## src/rtl/hazard_ctl.sv

```systemverilog
// Pipeline sequencing controller for the five-stage LEGv8 core: load-use bubbles,
// branch squash, data-memory freeze with timeout fault, and saturating perf counters.
module hazard_ctl #(
    parameter int unsigned TIMEOUT = 255,
    parameter int unsigned CNTW    = 16,
    localparam int unsigned REGADDRSIZE = 5
) (
    input  logic                   clk,
    input  logic                   reset,
    input  logic                   idex_memread,
    input  logic [REGADDRSIZE-1:0] idex_rd,
    input  logic [REGADDRSIZE-1:0] ifid_ra,
    input  logic [REGADDRSIZE-1:0] ifid_rb,
    input  logic                   exmem_memaccess,
    input  logic                   dmem_ready,
    input  logic                   branch_taken,
    output logic                   pc_write,
    output logic                   ifid_write,
    output logic                   idex_write,
    output logic                   exmem_write,
    output logic                   ifid_flush,
    output logic                   idex_flush,
    output logic                   exmem_flush,
    output logic                   memwb_flush,
    output logic                   mem_fault,
    output logic [CNTW-1:0]        stall_cycles,
    output logic [CNTW-1:0]        flush_count
);

    localparam int unsigned WCW = (TIMEOUT < 1) ? 1 : $clog2(TIMEOUT + 1);
    localparam logic [REGADDRSIZE-1:0] XZR = REGADDRSIZE'(31);

    typedef enum logic [1:0] {
        S_RUN   = 2'd0,
        S_WAIT  = 2'd1,
        S_FAULT = 2'd2
    } state_t;

    state_t             r_state;
    logic [WCW-1:0]     r_wcnt;
    logic               r_fault;
    logic [CNTW-1:0]    r_stall;
    logic [CNTW-1:0]    r_flush;

    state_t             w_next_state;
    logic [WCW-1:0]     w_next_wcnt;
    logic               w_set_fault;
    logic               w_inc_stall;
    logic               w_inc_flush;
    logic               w_memstall;
    logic               w_loaduse;

    assign w_memstall = exmem_memaccess && !dmem_ready;
    assign w_loaduse  = idex_memread && (idex_rd != XZR) &&
                        ((idex_rd == ifid_ra) || (idex_rd == ifid_rb));

    // Next state and same-cycle stage-register controls, in priority order.
    always_comb begin
        w_next_state = r_state;
        w_next_wcnt  = r_wcnt;
        w_set_fault  = 1'b0;
        w_inc_stall  = 1'b0;
        w_inc_flush  = 1'b0;
        pc_write     = 1'b1;
        ifid_write   = 1'b1;
        idex_write   = 1'b1;
        exmem_write  = 1'b1;
        ifid_flush   = 1'b0;
        idex_flush   = 1'b0;
        exmem_flush  = 1'b0;
        memwb_flush  = 1'b0;

        if (r_state == S_FAULT) begin
            pc_write    = 1'b0;
            ifid_write  = 1'b0;
            idex_write  = 1'b0;
            exmem_write = 1'b0;
            memwb_flush = 1'b1;
        end else if (w_memstall) begin
            pc_write    = 1'b0;
            ifid_write  = 1'b0;
            idex_write  = 1'b0;
            exmem_write = 1'b0;
            memwb_flush = 1'b1;
            w_inc_stall = 1'b1;
            if (r_wcnt == WCW'(TIMEOUT)) begin
                w_next_state = S_FAULT;
                w_set_fault  = 1'b1;
            end else begin
                w_next_state = S_WAIT;
                w_next_wcnt  = r_wcnt + WCW'(1);
            end
        end else begin
            w_next_state = S_RUN;
            w_next_wcnt  = '0;
            if (branch_taken) begin
                ifid_flush  = 1'b1;
                idex_flush  = 1'b1;
                exmem_flush = 1'b1;
                w_inc_flush = 1'b1;
            end else if (w_loaduse) begin
                pc_write    = 1'b0;
                ifid_write  = 1'b0;
                idex_flush  = 1'b1;
                w_inc_stall = 1'b1;
            end
        end
    end

    always_ff @(posedge clk) begin
        if (reset) begin
            r_state <= S_RUN;
            r_wcnt  <= '0;
            r_fault <= 1'b0;
            r_stall <= '0;
            r_flush <= '0;
        end else begin
            r_state <= w_next_state;
            r_wcnt  <= w_next_wcnt;
            if (w_set_fault) begin
                r_fault <= 1'b1;
            end
            // Perf counters hold at all-ones rather than wrapping.
            if (w_inc_stall && (r_stall != '1)) begin
                r_stall <= r_stall + CNTW'(1);
            end
            if (w_inc_flush && (r_flush != '1)) begin
                r_flush <= r_flush + CNTW'(1);
            end
        end
    end

    assign mem_fault    = r_fault;
    assign stall_cycles = r_stall;
    assign flush_count  = r_flush;

endmodule
```

## config.mk

```make
export PLATFORM = sky130hd
export DESIGN_NAME = hazard_ctl
export DESIGN_NICKNAME = d
export VERILOG_FILES = /design/src/rtl/hazard_ctl.sv
export SDC_FILE = /design/constraint.sdc
export NUM_CORES = 1
export LEC_CHECK = 0
export BUFFER_PORTS_ARGS = -buffer_cell sky130_fd_sc_hd__buf_4
export CAP_MARGIN = 20
export CELL_PAD_IN_SITES_DETAIL_PLACEMENT = 0
export CELL_PAD_IN_SITES_GLOBAL_PLACEMENT = 2
export CORE_MARGIN = 2
export CORE_UTILIZATION = 30
export DETAILED_ROUTE_END_ITERATION = 12
export PLACE_DENSITY = 0.87
export SYNTH_ARGS = -nofsm -noshare
export SYNTH_HDL_FRONTEND = slang
export SYNTH_SLANG_ARGS = --single-unit
```

## constraint.sdc

```tcl
create_clock -name clk -period 2.8 [get_ports clk]
set_input_delay 0.56 -clock clk [delete_from_list [all_inputs] [get_ports clk]]
set_output_delay 0.56 -clock clk [all_outputs]
set_load 0.02 [all_outputs]
```

==> results of run 1 <==
## metal layers
metal / track usage, % / vias to the layer above
met3: 3.10 / 6
met2: 21.7 / 54
met5: 0 / -
met4: 5.26 / 0
li1: - / 1060
met1: 17.1 / 950
## cell usage in the layout (no fill, tap or decap), types with 6 or more instances in the layout
cell      instances
or3_1             9
nor2_1           35
a21oi_1          18
o21ai_0           8
dfxtp_1          43
clkbuf_8          7
buf_4            62
xnor2_1          16
nor2b_1           6
xor2_1           12
nand4_1          10
nand3_1          14
nand2_1          18
nor3_1            6
## critical path, cell delays in order
cell and delay (ns):
buf_4 0.12, xnor2_1 0.15, nand3_1 0.11, o22ai_2 0.24, nand2b_1 0.11, o21a_1 0.21
buf_4 0.16
## layout make-up
type | count | share of cell area, %
sequential | 43 | 30.1
clock inverter | 1 | 0.262
clock buffer | 7 | 3.37
multi-input combinational | 205 | 45.1
timing repair buffer | 62 | 16.3
tap | 99 | 4.33
inverter | 5 | 0.656
## cell families after synthesis
family	count (synthesis)	synth area share, %
buffers and inverters	14	3.21
adders and majority gates	3	1.69
xor gates and xnor gates	28	11.0
AOI/OAI and AO/OA	42	12.6
muxes	6	2.93
and+or+nand+nor	126	29.8
DFF	43	38.7
## state kept, by name, summed over array words and instances (netlist names)
| name | flops |
|---|---|
| flush_count | 16 |
| stall_cycles | 16 |
| r_wcnt | 8 |
| r_state | 2 |
| mem_fault | 1 |
## through the flow
stage / hold WS (ns) / worst slack [ns]
2_1_floorplan: 0.459 / 0.636
3_3_place_gp: 0.461 / 0.517
3_5_place_dp: 0.467 / 0.525
4_1_cts: 0.502 / 0.566
5_1_grt: 0.525 / 0.453
6_report: 0.502 / 0.590
## how the worst max path moves through the flow
stage | start | end | slack (ns) | depth (start not counted)
after floorplan | dmem_ready | pc_write | 0.64 | 5
after global placement | idex_rd[0] | stall_cycles[10] | 0.52 | 8
after detailed placement | idex_rd[4] | stall_cycles[10] | 0.52 | 8
after CTS | idex_rd[4] | pc_write | 0.57 | 7
after global routing | idex_rd[4] | pc_write | 0.45 | 7
final | idex_rd[4] | pc_write | 0.59 | 7
## report_power, final
part / switching (mW) / leakage [nW] / internal [mW]
Combinational: 0.0707 / 0.680 / 0.0615
Clock: 0.218 / 0.0505 / 0.225
Sequential: 0.00690 / 0.347 / 0.617
Total: 0.296 / 1.08 / 0.903
==> summary.txt, run 1 <==
Place
  – GPL Wtd Cong: between 0.7 and 0.8
  – Placed instance count: about 410
  – Detailed placement HPWL: between 3000 and 4000 µm
  – Placed instance area: 2760 µm²
  – IO buf count: a little over 60

CTS
  – H-tree levels: 2
  – Root Buffer: clkbuf_8
  – Longest Clk Path Bufs: 2
  – Post-CTS Setup Inserts: 0
  – Clk_lat worst skew: roughly 0.3 ns
  – Clock-pin slew on the worst setup and hold paths: approximately 0.080 ns
  – Clock sink count: 43
  – CTS buffer count: 5
  – Hold buffer count at CTS: 0
  – Resized cells post-CTS: 0
  – CTS tree: built

Drt
  – Detailed-route via count: between 2,000 and 2,500
  – Drt wl/cell: roughly 12 µm
  – Final WL: slightly above 5000 µm
  – Met1 WL: roughly 2500 µm
  – First DRT Iteration DRCs: between 50 and 60
  – DR DRC count: 0
  – Routed Antenna Nets: 0
  – Routed wl met3: approximately 270 µm
  – Top sig layer: met4
  – Met2 WL post-DR: 2320 µm
  – Drt pass-1 iters: 4
  – DR vias/cell: 4.91

Global routing
  – First-pass GRT wire length: between 9000 and 10,000 µm
  – GRT Total Usage: about an eighth
  – Total gr overflow: 0
  – Largest net degree at the start of global routing: 42
  – Vias in the first global route: roughly 2,000
  – Initial antenna violation count: 0

Worst setup path
  – Register-to-register setup slack: roughly 0.7 ns
  – Worst Path Arrival: approximately 1.7 ns
  – CP Max Fanout: 3
  – R2R Path End: stall_cycles[14]
  – Crit start category: input pin
  – Worst R2R Path Depth: 7
  – Crit end category: output pin
  – Crit path kind: input pin to output pin
  – Reg2reg start: stall_cycles[0]
  – CP Data Required Time: approximately 2.2 ns

Timing
  – Worst Skew: between 0.007 and 0.008 ns
  – Slew Limit Fails: 0
  – Period utilization: 78.9%
  – Post-layout minimum cycle time: 2.21 ns
  – Max-slew headroom: between 60% and 70%
  – RSZ-0062 raised after global routing: no
  – Final setup violating endpoints: 0
  – Setup TNS: 0 ns
  – Fmax: about 450 MHz
  – Least-Margin Pin Slew: about 0.56 ns
  – Hold Vio Cnt, Final: 0

Floorplan
  – Initial Utilization: between 30% and 40%
  – Core Area: roughly 7000 µm²
  – Io pins: 62
  – Die area: slightly above 8000 µm²
  – Die W: roughly 90 µm
  – Row count: 31
  – Die H: between 90 and 100 µm

Yosys
  – Syn_nets: 286
  – Cells after Synth: 262
  – Part of the Yosys area used for sequential elements: 38.7%
  – Synth Cell Area: ~2200 µm²
  – Yosys cell types: between 40 and 50
  – Synthesis-stage register bit count: 43
  – Post-synth top cells: 43 x dfxtp_1, 35 x nor2_1, 18 x a21oi_1, 18 x nand2_1, 16 x xnor2_1
  – Synthesized area per cell: between 8 and 9 µm²
  – Synth async-reset ratio: 0%
  – Post-synth top area cell: dfxtp_1
  – EDFF count, synth: 0
  – Yosys warning count: 0
  – Most used DFF post-synth: dfxtp_1
  – Leading cell type by number of instances after synthesis: dfxtp_1
  – Post-synth top area share: between 30 and 40%
  – Synth area leaders: dfxtp_1 39%, xnor2_1 6.3%, nor2_1 5.9%

Finish
  – Final instance area: 2860 µm²
  – Share of layout cells above drive strength 1: 23.5%
  – Non-filler cells, final: ~420
  – Ant. Diodes: 0
  – Fin nets: around 350
  – Area Overhead vs Synth: 28.8%
  – Reg area: 861 µm²
  – Post-layout util: roughly two fifths
  – Area occupied by multi-input gates: approximately 1300 µm²
  – Fillers: roughly 760

Worst hold path
  – Tightest Hold Check Type: flip-flop to flip-flop
  – Hold endpoint: mem_fault
  – Hold Crit Start: mem_fault
  – Worst hold stages: 2

Status
  – Status: finished clean

Run
  – Max_cap viols: 0

Power and ir drop
  – Leakage: approximately 1.1 nW
  – Pwr dens: ~420 nW/µm²
  – Peak supply drop: between 0.1 and 0.15 mV
  – PnR Total Power: approximately 1.2 mW
Note: power is estimated with default switching activity, not from simulation.
==> inputs of run 2 (changes only) <==
Settings changed: ABC_AREA set to 1, CORE_UTILIZATION 30 to 28.
Clock period 2.8 ns to 2.2 ns, I/O delays scaled along.
==> run 2 against run 1 <==
Effect of this change:
- non-clock buffer count rose by 4
- final cell count rose by 34%
- critical path depth grew 1
- die area is 23% higher
- via count grew 21%
- worst hold slack worse by 0.070 ns
- clock power up 50%
- highest routed layer unchanged
- sequential power increased by 28%
- first-iteration DRC count is 58% lower
==> summary.txt, run 2 <==
Status
  – Status: finished clean

Drt
  – Routed Antenna Nets: 0 (unchanged)
  – DR DRC count: 0 (unchanged)
  – Drt pass-1 iters: 4 (unchanged)
  – Final WL: 6110 µm (+19%)
  – Drt wl/cell: 10.8 µm (-11%)
  – First DRT Iteration DRCs: 25 (-58%)
  – Detailed-route via count: 2,512 (+21%)
  – DR vias/cell: 4.43 (-9.7%)

CTS
  – Clk_lat worst skew: 0.30 ns (about the same)
  – Clock-pin slew on the worst setup and hold paths: 0.09 ns (about the same)
  – Hold buffer count at CTS: 0 (unchanged)
  – Post-CTS Setup Inserts: 0 (unchanged)
  – CTS buffer count: 5 (unchanged)
  – CTS tree: built
  – H-tree levels: 2 (unchanged)
  – Resized cells post-CTS: 0 (unchanged)
  – Root Buffer: clkbuf_8
  – Longest Clk Path Bufs: 2 (unchanged)
  – Clock sink count: 43 (unchanged)

Yosys
  – Synth area leaders: dfxtp_1 33%, nand2_1 13%, nor2_1 7.8%
  – Synthesis-stage register bit count: 43 (unchanged)
  – Leading cell type by number of instances after synthesis: nand2_1
  – Most used DFF post-synth: dfxtp_1
  – EDFF count, synth: 0 (unchanged)
  – Syn_nets: 418 (+46%)
  – Part of the Yosys area used for sequential elements: 33.3% (-5.4 points)
  – Yosys cell types: 33 (-21%)
  – Synth Cell Area: 2580 µm² (+16%)
  – Cells after Synth: 394 (+50%)
  – Post-synth top cells: 92 x nand2_1, 54 x nor2_1, 53 x inv_1
  – Post-synth top area cell: dfxtp_1
  – Yosys warning count: 0 (unchanged)
  – Synth async-reset ratio: 0% (unchanged)
  – Synthesized area per cell: 6.56 µm² (-23%)
  – Post-synth top area share: 33.3% (-5.4 points)

Worst setup path
  – Worst Path Arrival: 1.53 ns (-0.12 ns)
  – Critical Path Source: r_state[1]
  – Crit start category: flip-flop
  – CP Max Fanout: 6 (+3)
  – Reg2reg start: stall_cycles[0]
  – Crit end category: output pin
  – CP Data Required Time: 1.76 ns (-0.48 ns)
  – Crit path kind: flip-flop to output pin

Global routing
  – Largest net degree at the start of global routing: 33 (-21%)
  – First-pass GRT wire length: 10,600 µm (+17%)
  – Total gr overflow: 0 (unchanged)
  – Vias in the first global route: 2,352 (+19%)
  – GRT Total Usage: 12.8% (-0.50 points)
  – Initial antenna violation count: 0 (unchanged)

Finish
  – Commonest non-fill, non-tap cell in the layout: nand2_1
  – Ant. Diodes: 0 (unchanged)
  – Fillers: 1,011 (+32%)
  – Most frequent cells in the layout: 92 x nand2_1, 65 x buf_4, 54 x nor2_1
  – Area Overhead vs Synth: 26.1%
  – Post-layout util: 35.8% (-3.9 points)
  – Non-filler cells, final: 567 (+34%)
  – Fin nets: 479 (+38%)
  – Share of layout cells above drive strength 1: 21.7% (-1.8 points)

Timing
  – Slew Limit Fails: 0 (unchanged)
  – Final setup violating endpoints: 0 (unchanged)
  – Fin Hold WS: 0.431 ns (-0.0703 ns)
  – Least-Margin Pin Slew: 0.325 ns (-0.233 ns)
  – Period utilization: around 90%
  – Post-layout minimum cycle time: around 2.0 ns
  – RSZ-0062 raised after global routing: no
  – Fmax: 506 MHz
  – Setup TNS: 0 ns (unchanged)
  – Max-slew headroom: 78.1% (+15 points)
  – Worst Skew: 0.0139 ns (+0.00614 ns)
  – Hold Vio Cnt, Final: 0 (unchanged)

Floorplan
  – Die area: 10,000 µm² (+23%)
  – Die W: 100 µm (+11%)
  – Core Area: 9110 µm² (+26%)
  – Io pins: 62 (unchanged)
  – Die H: 100 µm (+11%)
  – Initial Utilization: 28.4% (-2.4 points)
  – Row count: 35 (+13%)

Place
  – IO buf count: 61 (unchanged)
  – Detailed placement HPWL: 4680 µm (+22%)
  – GPL Wtd Cong: 0.798 (+5.9%)
  – Placed instance count: 559 (+35%)

Power and ir drop
  – PnR Total Power: 1.65 mW (+38%)
  – Leakage: 1.53 nW (+42%)
  – Peak supply drop: 0.227 mV (+55%)
  – Pwr dens: 508 nW/µm² (+21%)

Worst hold path
  – Tightest Hold Check Type: input pin to flip-flop
  – Hold Crit Start: reset

Run
  – Max_cap viols: 0 (unchanged)
## run 2: area by class of cell
class | count | area, µm² | share of cell area (%)
inverter | 60 | 228 | 6.98
timing repair buffer | 66 | 508 | 15.6
tap | 111 | 139 | 4.26
clock buffer | 6 | 82.6 | 2.53
clock inverter | 2 | 38.8 | 1.19
sequential | 43 | 861 | 26.4
multi-input combinational | 279 | 1400 | 43.1
## run 2: metrics by stage
stage,instance area [µm²],worst slack (ns)
after global placement,3140,0.285
after floorplan,2580,0.257
after detailed placement,3140,0.279
after CTS,3260,0.194
after global routing,3260,0.0977
final,3260,0.225
## run 2: final timing paths
kind	to	slack [ns]	depth (start not counted)
worst max-delay path	pc_write	0.23	8
worst max register to register	stall_cycles[13]	0.33	10
worst min register to register	r_wcnt[2]	0.48	2
worst min-delay path	flush_count[4]	0.43	2
## run 2: critical path, cell delays in order (launching register included)
cell	delay, ns
dfxtp_1	0.31
inv_1	0.03
nor2_1	0.20
inv_1	0.09
nand2_1	0.19
inv_1	0.10
o21ai_0	0.08
inv_1	0.07
buf_4	0.15
## run 2: kinds of logic (layout without fill, tap and decap cells)
family | count (synthesis) | in the layout | synth area share (%)
AO/OA/AOI/OAI | 49 | 49 | 10.2
buffers and inverters | 72 | 134 | 12.4
flip-flops | 43 | 43 | 33.3
XOR/XNOR | 14 | 14 | 4.74
AND/OR/NAND/NOR | 213 | 213 | 37.9
adder cells (fa/ha/maj) | 3 | 3 | 1.45
## run 2: routing by layer
layer	global-route usage, %	wire length [µm]	share of wire [%]	vias to the layer above
met3	2.65	204	3.3	2
met1	16.5	2840	46	1111
met5	0	0	0	-
met4	3.16	36	0.59	0
li1	-	-	-	1367
met2	22.1	3040	50	32
## run 2: power breakdown
part	internal (mW)	total, mW	switching, mW
clock	0.374	0.664	0.290
sequential	0.787	0.798	0.0109
combinational	0.0816	0.193	0.111
total	1.24	1.65	0.413
